==> src/rtl/uart.sv <==
// 8N1 UART: receiver drives an active-low LED bank with the last good byte; an
// optional transmitter (macro UART_TX_EN) sends "Hello\r\n" once per button press.
module uart #(
    parameter int unsigned DELAY_FRAMES = 234
) (
    input  logic       clk,
    input  logic       rst,
    input  logic       uart_rx,
    output logic       uart_tx,
    output logic [5:0] led,
    input  logic       btn
);

    localparam int unsigned CNT_W = $clog2(DELAY_FRAMES);
    localparam logic [CNT_W-1:0] FULL_M1 = CNT_W'(DELAY_FRAMES - 1);
    localparam logic [CNT_W-1:0] HALF_M1 = CNT_W'(DELAY_FRAMES / 2 - 1);

    typedef enum logic [2:0] {
        RX_IDLE,
        RX_START,
        RX_DATA,
        RX_STOP,
        RX_WAIT_HIGH
    } rx_state_t;

    rx_state_t        r_rx_state, w_rx_state_nxt;
    logic             r_rx_meta, r_rx_sync;
    logic [CNT_W-1:0] r_rx_cnt, w_rx_cnt_nxt;
    logic [2:0]       r_rx_idx, w_rx_idx_nxt;
    logic [7:0]       r_rx_shift, w_rx_shift_nxt;
    logic [5:0]       r_led, w_led_nxt;
    logic             w_rx;

    assign w_rx = r_rx_sync;
    assign led  = r_led;

    always_ff @(posedge clk) begin
        if (rst) begin
            r_rx_meta <= 1'b1;
            r_rx_sync <= 1'b1;
        end else begin
            r_rx_meta <= uart_rx;
            r_rx_sync <= r_rx_meta;
        end
    end

    always_ff @(posedge clk) begin
        if (rst) r_rx_state <= RX_IDLE;
        else     r_rx_state <= w_rx_state_nxt;
    end

    always_ff @(posedge clk) begin
        if (rst) begin
            r_rx_cnt   <= '0;
            r_rx_idx   <= '0;
            r_rx_shift <= '0;
            r_led      <= 6'b111111;
        end else begin
            r_rx_cnt   <= w_rx_cnt_nxt;
            r_rx_idx   <= w_rx_idx_nxt;
            r_rx_shift <= w_rx_shift_nxt;
            r_led      <= w_led_nxt;
        end
    end

    // Bits shift in from the top, so after eight samples bit 0 sits in r_rx_shift[0].
    always_comb begin
        w_rx_state_nxt = r_rx_state;
        w_rx_cnt_nxt   = r_rx_cnt + CNT_W'(1);
        w_rx_idx_nxt   = r_rx_idx;
        w_rx_shift_nxt = r_rx_shift;
        w_led_nxt      = r_led;
        case (r_rx_state)
            RX_IDLE: begin
                w_rx_cnt_nxt = '0;
                if (!w_rx) w_rx_state_nxt = RX_START;
            end
            RX_START: begin
                if (r_rx_cnt == HALF_M1) begin
                    w_rx_cnt_nxt   = '0;
                    w_rx_idx_nxt   = '0;
                    w_rx_state_nxt = w_rx ? RX_IDLE : RX_DATA;
                end
            end
            RX_DATA: begin
                if (r_rx_cnt == FULL_M1) begin
                    w_rx_cnt_nxt   = '0;
                    w_rx_shift_nxt = {w_rx, r_rx_shift[7:1]};
                    w_rx_idx_nxt   = r_rx_idx + 3'd1;
                    if (r_rx_idx == 3'd7) w_rx_state_nxt = RX_STOP;
                end
            end
            RX_STOP: begin
                if (r_rx_cnt == FULL_M1) begin
                    w_rx_cnt_nxt = '0;
                    if (w_rx) begin
                        w_led_nxt      = ~r_rx_shift[5:0];
                        w_rx_state_nxt = RX_IDLE;
                    end else begin
                        w_rx_state_nxt = RX_WAIT_HIGH;
                    end
                end
            end
            RX_WAIT_HIGH: begin
                w_rx_cnt_nxt = '0;
                if (w_rx) w_rx_state_nxt = RX_IDLE;
            end
            default: begin
                w_rx_cnt_nxt   = '0;
                w_rx_state_nxt = RX_IDLE;
            end
        endcase
    end

`ifdef UART_TX_EN
    typedef enum logic [2:0] {
        TX_IDLE,
        TX_START,
        TX_DATA,
        TX_STOP,
        TX_DEBOUNCE
    } tx_state_t;

    tx_state_t        r_tx_state, w_tx_state_nxt;
    logic             r_btn_meta, r_btn_sync;
    logic [CNT_W-1:0] r_tx_cnt, w_tx_cnt_nxt;
    logic [2:0]       r_tx_bit, w_tx_bit_nxt;
    logic [2:0]       r_tx_byte, w_tx_byte_nxt;
    logic             r_tx, w_tx_nxt;
    logic [7:0]       w_tx_data;
    logic [2:0]       w_tx_bit_inc;

    function automatic logic [7:0] msg_byte(input logic [2:0] idx);
        case (idx)
            3'd0:    msg_byte = 8'h48;
            3'd1:    msg_byte = 8'h65;
            3'd2:    msg_byte = 8'h6C;
            3'd3:    msg_byte = 8'h6C;
            3'd4:    msg_byte = 8'h6F;
            3'd5:    msg_byte = 8'h0D;
            default: msg_byte = 8'h0A;
        endcase
    endfunction

    assign w_tx_data    = msg_byte(r_tx_byte);
    assign w_tx_bit_inc = r_tx_bit + 3'd1;
    assign uart_tx      = r_tx;

    always_ff @(posedge clk) begin
        if (rst) r_tx_state <= TX_IDLE;
        else     r_tx_state <= w_tx_state_nxt;
    end

    always_ff @(posedge clk) begin
        if (rst) begin
            r_btn_meta <= 1'b1;
            r_btn_sync <= 1'b1;
            r_tx_cnt   <= '0;
            r_tx_bit   <= '0;
            r_tx_byte  <= '0;
            r_tx       <= 1'b1;
        end else begin
            r_btn_meta <= btn;
            r_btn_sync <= r_btn_meta;
            r_tx_cnt   <= w_tx_cnt_nxt;
            r_tx_bit   <= w_tx_bit_nxt;
            r_tx_byte  <= w_tx_byte_nxt;
            r_tx       <= w_tx_nxt;
        end
    end

    // The line level for the next bit is chosen at the boundary so each bit lasts exactly DELAY_FRAMES.
    always_comb begin
        w_tx_state_nxt = r_tx_state;
        w_tx_cnt_nxt   = r_tx_cnt + CNT_W'(1);
        w_tx_bit_nxt   = r_tx_bit;
        w_tx_byte_nxt  = r_tx_byte;
        w_tx_nxt       = r_tx;
        case (r_tx_state)
            TX_IDLE: begin
                w_tx_cnt_nxt = '0;
                w_tx_nxt     = 1'b1;
                if (!r_btn_sync) begin
                    w_tx_state_nxt = TX_START;
                    w_tx_byte_nxt  = '0;
                    w_tx_nxt       = 1'b0;
                end
            end
            TX_START: begin
                if (r_tx_cnt == FULL_M1) begin
                    w_tx_cnt_nxt   = '0;
                    w_tx_bit_nxt   = '0;
                    w_tx_nxt       = w_tx_data[0];
                    w_tx_state_nxt = TX_DATA;
                end
            end
            TX_DATA: begin
                if (r_tx_cnt == FULL_M1) begin
                    w_tx_cnt_nxt = '0;
                    if (r_tx_bit == 3'd7) begin
                        w_tx_nxt       = 1'b1;
                        w_tx_state_nxt = TX_STOP;
                    end else begin
                        w_tx_bit_nxt = w_tx_bit_inc;
                        w_tx_nxt     = w_tx_data[w_tx_bit_inc];
                    end
                end
            end
            TX_STOP: begin
                if (r_tx_cnt == FULL_M1) begin
                    w_tx_cnt_nxt = '0;
                    if (r_tx_byte == 3'd6) begin
                        w_tx_state_nxt = TX_DEBOUNCE;
                    end else begin
                        w_tx_byte_nxt  = r_tx_byte + 3'd1;
                        w_tx_nxt       = 1'b0;
                        w_tx_state_nxt = TX_START;
                    end
                end
            end
            TX_DEBOUNCE: begin
                w_tx_cnt_nxt = '0;
                if (r_btn_sync) w_tx_state_nxt = TX_IDLE;
            end
            default: begin
                w_tx_cnt_nxt   = '0;
                w_tx_nxt       = 1'b1;
                w_tx_state_nxt = TX_IDLE;
            end
        endcase
    end
`else
    logic w_unused_btn;

    assign w_unused_btn = btn;
    assign uart_tx      = 1'b1;
`endif

endmodule

==> config.mk <==
export PLATFORM = sky130hd
export DESIGN_NAME = uart
export DESIGN_NICKNAME = d
export VERILOG_FILES = /design/src/rtl/uart.sv
export SDC_FILE = /design/constraint.sdc
export NUM_CORES = 1
export LEC_CHECK = 0
export ABC_AREA = 1
export CAP_MARGIN = 0
export CORE_MARGIN = 2
export CORE_UTILIZATION = 30
export CTS_BUF_LIST = sky130_fd_sc_hd__clkbuf_4 sky130_fd_sc_hd__clkbuf_8 sky130_fd_sc_hd__clkbuf_16
export DETAILED_ROUTE_END_ITERATION = 8
export PLACE_DENSITY = 0.56
export SLEW_MARGIN = 40
export SYNTH_ARGS = -nofsm -noshare
export SYNTH_HDL_FRONTEND = slang
export SYNTH_SLANG_ARGS = --single-unit
==> constraint.sdc <==
create_clock -name clk -period 1.7 [get_ports clk]
set_clock_uncertainty 0.05 [all_clocks]
set_input_delay 0.17 -clock clk [delete_from_list [all_inputs] [get_ports clk]]
set_output_delay 0.17 -clock clk [all_outputs]
set_load 0.02 [all_outputs]
* Word-level counts from Yosys, hierarchy flattened *
Cells that the tools add are included.

word-level totals
  flip-flop bits (word level) = 30
  output and inout bits = 7
  logic and storage cells = 45

operators by class
  add/subtract/negate cells = 2
  bitwise operators = 1
  equality and inequality tests = 13
  multiplexer cells = 15
  reduce and logical (&&, ||, !) cells = 7

operators by type and width
  cell                                                              count
  3-bit two-way mux                                                 9
  8-bit two-way mux                                                 2
  8-bit one-hot mux with 2 select lines                             1
  3-bit one-hot mux with 5 select lines                             1
  2-bit inequality test (second input constant)                     6
  8-bit by 1-bit adder with 8-bit output (second input constant)    1
  8-bit by 7-bit == test with 1-bit output (second input constant)  1
  8-bit == test (second input constant)                             1
  3-bit by 2-bit == test with 1-bit output (second input constant)  2
  3-bit == test (second input constant)                             2
  6-bit NOT                                                         1
  3-bit one-hot mux with 2 select lines                             1
  3-bit AND reduction                                               2
  6-bit AND reduction                                               1
  3-bit by 1-bit adder with 3-bit output (second input constant)    1
  3-bit by 1-bit == test with 1-bit output (second input constant)  1
  3-bit logical NOT                                                 1
  2-bit two-way mux                                                 1
  2-bit AND reduction                                               1
  2-bit nonzero test                                                1
  2-bit OR reduction                                                1

* Logic depth before layout (Yosys ltp) *
Gate-level depths: netlist (run 1).

  depth after elaboration = 4
  gate-level depth with buffers = 10
  depth with buffers taken out = 10

* Worst setup path after synthesis (run 1) *
No wires, ideal clock.

  kind = reg-to-reg
  from = register r_rx_cnt[0]
  to = register r_rx_idx[0]
  data required time = 1,535 ps
  buffers on the path = 0
  setup slack = 403 ps
  library setup time = 115 ps
  stages on the path, launching flop included = 9
  data arrival time = 1,132 ps
  path through = dfxtp_1 -> ha_1 -> nand2_1 -> nor2_2 -> nand3_2 -> nand2_2 -> nand3_1 -> nand2_1 -> nor2_1

between the ends
  longest elaborated chain between the ends = 3
  elaborated cells between the ends (all ways) = 5

ends and longest elaborated chain
  element                                                                           RTL line  RTL
  start, declared                                                                   28        logic [CNT_W-1:0] r_rx_cnt, w_rx_cnt_nxt;
  start signal, assigned                                                            59        r_rx_cnt <= w_rx_cnt_nxt;
  8-bit == test / 8-bit by 7-bit == test with 1-bit output (equally long branches)  86, 79
  2-bit inequality test (no line)                                                   --
  3-bit AND reduction (no line) (*)                                                 --
  end signal, assigned                                                              60        r_rx_idx <= w_rx_idx_nxt;
  end, declared                                                                     29        logic [2:0] r_rx_idx, w_rx_idx_nxt;

Every way passes the cells marked *; elsewhere a longest branch is shown, timed or not.
A chain may end at the register's enable or synchronous reset.

* Worst setup path after layout (run 1) *
  from = register r_rx_cnt[0]
  to = register r_rx_idx[2]

Same word-level chain as after synthesis.

==> results.json, run 1 <==
{
  "cp-start-kind": "flip-flop",
  "gp_congestion": 0.760,
  "dpl_worst_slack_ns": 0.163,
  "synthDistinctLibCells": 27,
  "synth-seq-cells": 30,
  "cpMostUsedCell": "nand2_1",
  "ios": 11,
  "worst_setup_path_end_kind": "flip-flop",
  "critical-path-slowest-cell": "dfxtp_1",
  "hpwl_um": 1920,
  "hold_buffers": 0,
  "ys_warn_count": 0,
  "clk_latency_ns": 0.28,
  "avgSynthCellArea_um2": 7.56,
  "report.final.slew_viol_count": 0,
  "grtUsageTotal_pct": 11.8,
  "setup_slack_ns": 0.226,
  "combPwrFrac_pct": 24.0,
  "synth.net_count": 197,
  "power_frac_clock_pct": 39.5,
  "setup_violations": 0,
  "cpPeakStageDelay_ns": 0.40,
  "clk_pin_slew_ns": 0.07,
  "die_h_um": 72.8,
  "fill_cells": 494,
  "cts.sinks": 30,
  "postRouteWirelength_um": 2600,
  "first_pass_iters": 4,
  "die_area_um2": 5300,
  "crit_required_ns": 1.83,
  "vias": 1141,
  "whs_ns": 0.367,
  "pwr-share-seq_pct": 36.5,
  "drt_iter0_drc": 53,
  "fin_total_pwr_mw": 2.28,
  "syn_inst": 188,
  "numCtsBuffers": 5,
  "crit_chain": "ha_2, nand2_1, nor2_2, nand3_2, nand2_2, nand3_1, nand2_1, nor2_1",
  "io_buffer_count": 8,
  "arrival_ns": 1.61,
  "netlist.area_leader.share_pct": 42.3,
  "swShare_pct": 30.2,
  "antenna_cells": 0,
  "drv_cap": 0,
  "rsz0062_at_grt": "no",
  "leakagePower_nw": 0.719,
  "overflow": 0,
  "irDropWorstVdd_uv": 525,
  "die_width_um": 72.8,
  "area_growth_pct": 21.1,
  "syn-cell-area_um2": 1420,
  "rows": 25,
  "ys_async_sr_fraction_pct": 0,
  "ant_nets": 0,
  "cp_num_buf_inv": 0,
  "yosysTopAreaCell": "dfxtp_1",
  "drc": 0,
  "regArea_um2": 601,
  "crit_family": "simple AND/OR/NAND/NOR gates",
  "start_util_pct": 30.7,
  "cts_tree": "done",
  "switching_power_mw": 0.689,
  "synth_flop_cell": "dfxtp_1",
  "routedWlPerCell_um": 10.2,
  "period_share_pct": 86.7,
  "power.internal_mw": 1.60,
  "clock.fmax_mhz": 679,
  "final_common_cell": "nand2_1",
  "period_minus_slack_ns": 1.47,
  "critPathMaxFanout": 8,
  "ys_seq_area_share_pct": 42.3,
  "hold_class": "flip-flop to flip-flop",
  "setup-tns-final_ns": 0,
  "drive_gt1_share_pct": 16.3,
  "first_global_vias": 1113,
  "grt_max_degree": 18,
  "cts_max_path_buffers": 2,
  "htreeDepth": 2,
  "viasPerCell": 4.46,
  "nNetsFinal": 210,
  "status": "complete, no violations",
  "hold_violations": 0,
  "multiInputGateArea_um2": 721,
  "fin_util_pct": 37.2,
  "core-area_um2": 4630,
  "cts_root_buf": "clkbuf_8",
  "antenna_found_initial": 0,
  "synthTopCellsByArea": "dfxtp_1 42%, nand2_1 9.8%, nor2_1 7.4%, nand3_1 5.3%, inv_1 5.0%",
  "synth-edff-count": 0,
  "layout_common_cells": "36 x nand2_1, 30 x dfxtp_1, 28 x nor2_1, 19 x inv_1, 15 x nand3_1",
  "criticalPathCategory": "flip-flop to flip-flop",
  "grt_pass1_wl_um": 4720,
  "p_per_area_nw_per_um2": 1330
}
[power groups by stage]
stage	clock, mW	combinational, mW	sequential (mW)
floorplan	0	0.467	0.832
global placement	0	0.544	0.847
detailed placement	0	0.553	0.849
CTS	0.929	0.555	0.833
global route	0.966	0.640	0.845
finish	0.902	0.548	0.834
[final timing paths]
| kind | from | end | slack [ns] | cells after the start |
|---|---|---|---|---|
| worst min-delay path | r_rx_meta | r_rx_sync | 0.37 | 1 |
| worst max register to register | r_rx_cnt[0] | r_rx_idx[2] | 0.23 | 8 |
| worst min register to register | r_rx_meta | r_rx_sync | 0.37 | 1 |
| worst max-delay path | r_rx_cnt[0] | r_rx_idx[2] | 0.23 | 8 |
[Yosys cell counts, drive strengths merged (2+ instances only)]
library cell,n
nand2,43
nor2,31
dfxtp,30
inv,22
nand3,17
o21ai,10
a21oi,9
ha,5
nor3,4
xor2,4
or2,3
buf,2
clkbuf,2
nand3b,2
xnor2,2
[state kept, by name, summed over array words and instances (netlist names)]
register / count
r_rx_sync: 1
r_rx_shift: 8
r_rx_meta: 1
led: 6
r_rx_cnt: 8
r_rx_state: 3
r_rx_idx: 3
[metal layers]
metal,GRT usage [%],part of all wire (%)
met5,0,0
met3,5.80,3.7
met1,14.1,50
met2,17.9,44
met4,4.94,1.7
[cells by family (layout without fill, tap and decap cells)]
kind of cell	count (synthesis)	in the layout	share of synthesized area, %
other	1	1	0.264
flip-flops	30	30	42.3
AO/OA/AOI/OAI	19	19	6.69
XOR/XNOR	6	6	3.70
buffers and inverters	26	40	7.39
AND/OR/NAND/NOR	101	101	35.3
adder cells (fa/ha/maj)	5	5	4.40
[stage by stage]
| stage | std cells | area [um^2] |
|---|---|---|
| 6_report | 256 | 1720 |
| 3_3_place_gp | 247 | 1570 |
| 4_1_cts | 255 | 1710 |
| 5_1_grt | 256 | 1720 |
| 3_5_place_dp | 247 | 1570 |
| 2_1_floorplan | 188 | 1420 |
[final cells by class]
cell class | instances | area share (%)
well taps | 54 | 3.92
clock inverters | 2 | 3.49
multi-input cells | 132 | 41.9
clock buffers | 6 | 4.80
repair buffers | 10 | 6.25
flip-flops and latches | 30 | 34.9
inverters | 22 | 4.80
[repair_timing]
action                                  CTS  global route
resized for setup                         0             2
buffers inserted                          0             1
endpoints found under the setup margin    0             8
Note: power is estimated with default switching activity, not from simulation.
==> run 2: changes to the inputs <==
- CORE_UTILIZATION: 30 -> 23
- PLACE_DENSITY: 0.56 -> 0.47
==> run 2 against run 1 <==
  * Sequential share of layout area is 1.2 points higher
  * Routed wire length increased by 3.9%
  * Critical path depth stayed put
  * Sequential cell count did not move
  * Combinational power about the same
  * Total power down 16%
  * Sequential power about the same
  * Worst hold slack lost 0.0045 ns
  * Largest cell class unchanged
  * Maximum frequency fell by 1.6%
  * Clock-buffer cell count down 1
==> results.json, run 2 (synthesized netlist as in run 1, its figures left out) <==
{
  "r2r-start": "r_rx_cnt[0]",
  "period_share_pct": 88.1,
  "core-area_um2": 5960,
  "area_growth_pct": 17.3,
  "viasPerCell": 4.05,
  "place_area_um2": 1590,
  "cts_max_path_buffers": 2,
  "first_pass_iters": 3,
  "rr_endpoint": "r_rx_idx[2]",
  "drv_cap": 0,
  "rsz0062_at_grt": "no",
  "drt_iter0_drc": 18,
  "hpwl_um": 1930,
  "critPathMaxFanout": 8,
  "postRouteWirelength_um": 2700,
  "drive_gt1_share_pct": 14.9,
  "ctsResizeCount": 0,
  "vias": 1119,
  "final_common_cell": "nand2_1",
  "ios": 11,
  "cp-start-kind": "flip-flop",
  "layout_common_cells": "37 x nand2_1, 30 x dfxtp_1, 28 x nor2_1, 19 x inv_1, 15 x nand3_1",
  "die_area_um2": 6820,
  "cpPeakStageDelay_ns": 0.40,
  "crit_cells": 8,
  "crit_chain": "ha_1, nand2_1, nor2_2, nand3_2, nand2_2, nand3_1, nand2_1, nor2_1",
  "period_minus_slack_ns": 1.50,
  "r2r_cells": 8,
  "hold_class": "flip-flop to flip-flop",
  "postCtsSetupRepairBufs": 0,
  "clk_latency_ns": 0.28,
  "drc": 0,
  "arrival_ns": 1.62,
  "htreeDepth": 2,
  "cts_root_buf": "clkbuf_8",
  "grtUsageTotal_pct": 9.79,
  "setup-tns-final_ns": 0,
  "endpoint": "r_rx_idx[2]",
  "final_design_area_no_fill_um2": 1670,
  "crit_start": "r_rx_cnt[0]",
  "report.final.slew_viol_count": 0,
  "antenna_found_initial": 0,
  "overflow": 0,
  "p_per_area_nw_per_um2": 1150,
  "start_util_pct": 23.9,
  "die_width_um": 82.6,
  "clock.fmax_mhz": 667,
  "gp_congestion": 0.784,
  "status": "complete, no violations",
  "worst_setup_path_end_kind": "flip-flop",
  "cp_num_buf_inv": 0,
  "cpMostUsedCell": "nand2_1",
  "setup_violations": 0,
  "hold_buffers": 0,
  "routedWlPerCell_um": 9.79,
  "cts.sinks": 30,
  "numCtsBuffers": 5,
  "irDropWorstVdd_uv": 533,
  "die_h_um": 82.6,
  "grt_max_degree": 21,
  "io_buffer_count": 8,
  "clk_pin_slew_ns": 0.06,
  "crit_required_ns": 1.82,
  "antenna_cells": 0,
  "criticalPathCategory": "flip-flop to flip-flop",
  "hold_violations": 0,
  "r2r_slack_ns": 0.20,
  "ant_nets": 0,
  "grt_pass1_wl_um": 4850,
  "first_global_vias": 1061,
  "crit_family": "simple AND/OR/NAND/NOR gates",
  "rows": 28,
  "leakagePower_nw": 0.687,
  "nNetsFinal": 210,
  "cts_tree": "done",
  "critical-path-slowest-cell": "dfxtp_1"
}
[run 2: power by group]
group	internal, mW	switching, mW
registers	0.763	0.0711
clock network	0.274	0.262
logic	0.205	0.340
[run 2: through the flow]
stage / power, mW / hold slack, ns / setup WS [ns] / instances / utilization (%)
floorplan: 1.30 / 0.224 / 0.403 / 188 / -
global placement: 1.40 / 0.344 / 0.206 / 269 / 26.7
detailed placement: 1.39 / 0.351 / 0.181 / 269 / 26.7
CTS: 1.95 / 0.369 / 0.179 / 276 / 28.0
global route: 2.08 / 0.383 / 0.0422 / 276 / 28.0
finish: 1.91 / 0.362 / 0.202 / 276 / 28.0
[run 2: layout make-up]
class                   instances  area, um^2
clock buffers                   5        68.8
clock inverters                 2        10.0
fillers                       680        4290
inverters                      22        82.6
multi-input cells             132         716
flip-flops and latches         30         601
well taps                      75        93.8
repair buffers                 10        95.1
[run 2: layer usage]
metal	vias up	global-route usage, %	share of wire [%]	wire, um
met5	-	0	0	0
met4	0	5.90	3.0	81
met3	6	2.93	2.6	69
met2	11	14.4	42	1130
met1	487	12.6	53	1420
li1	615	-	-	-
[run 2: worst min-delay path by stage]
stage / start / endpoint / slack (ns) / cells past startpoint
after floorplan: uart_rx / r_rx_meta / 0.22 / 1
after global placement: r_rx_meta / r_rx_sync / 0.34 / 1
after detailed placement: r_rx_meta / r_rx_sync / 0.35 / 1
after CTS: r_rx_meta / r_rx_sync / 0.37 / 1
after global routing: r_rx_meta / r_rx_sync / 0.38 / 1
final: r_rx_meta / r_rx_sync / 0.36 / 1
==> run 3: changes to the inputs <==
- CAP_MARGIN: 0 -> default
==> results of run 3 <==
Same layout as run 2: the final DEF is identical, and so are final timing and power.
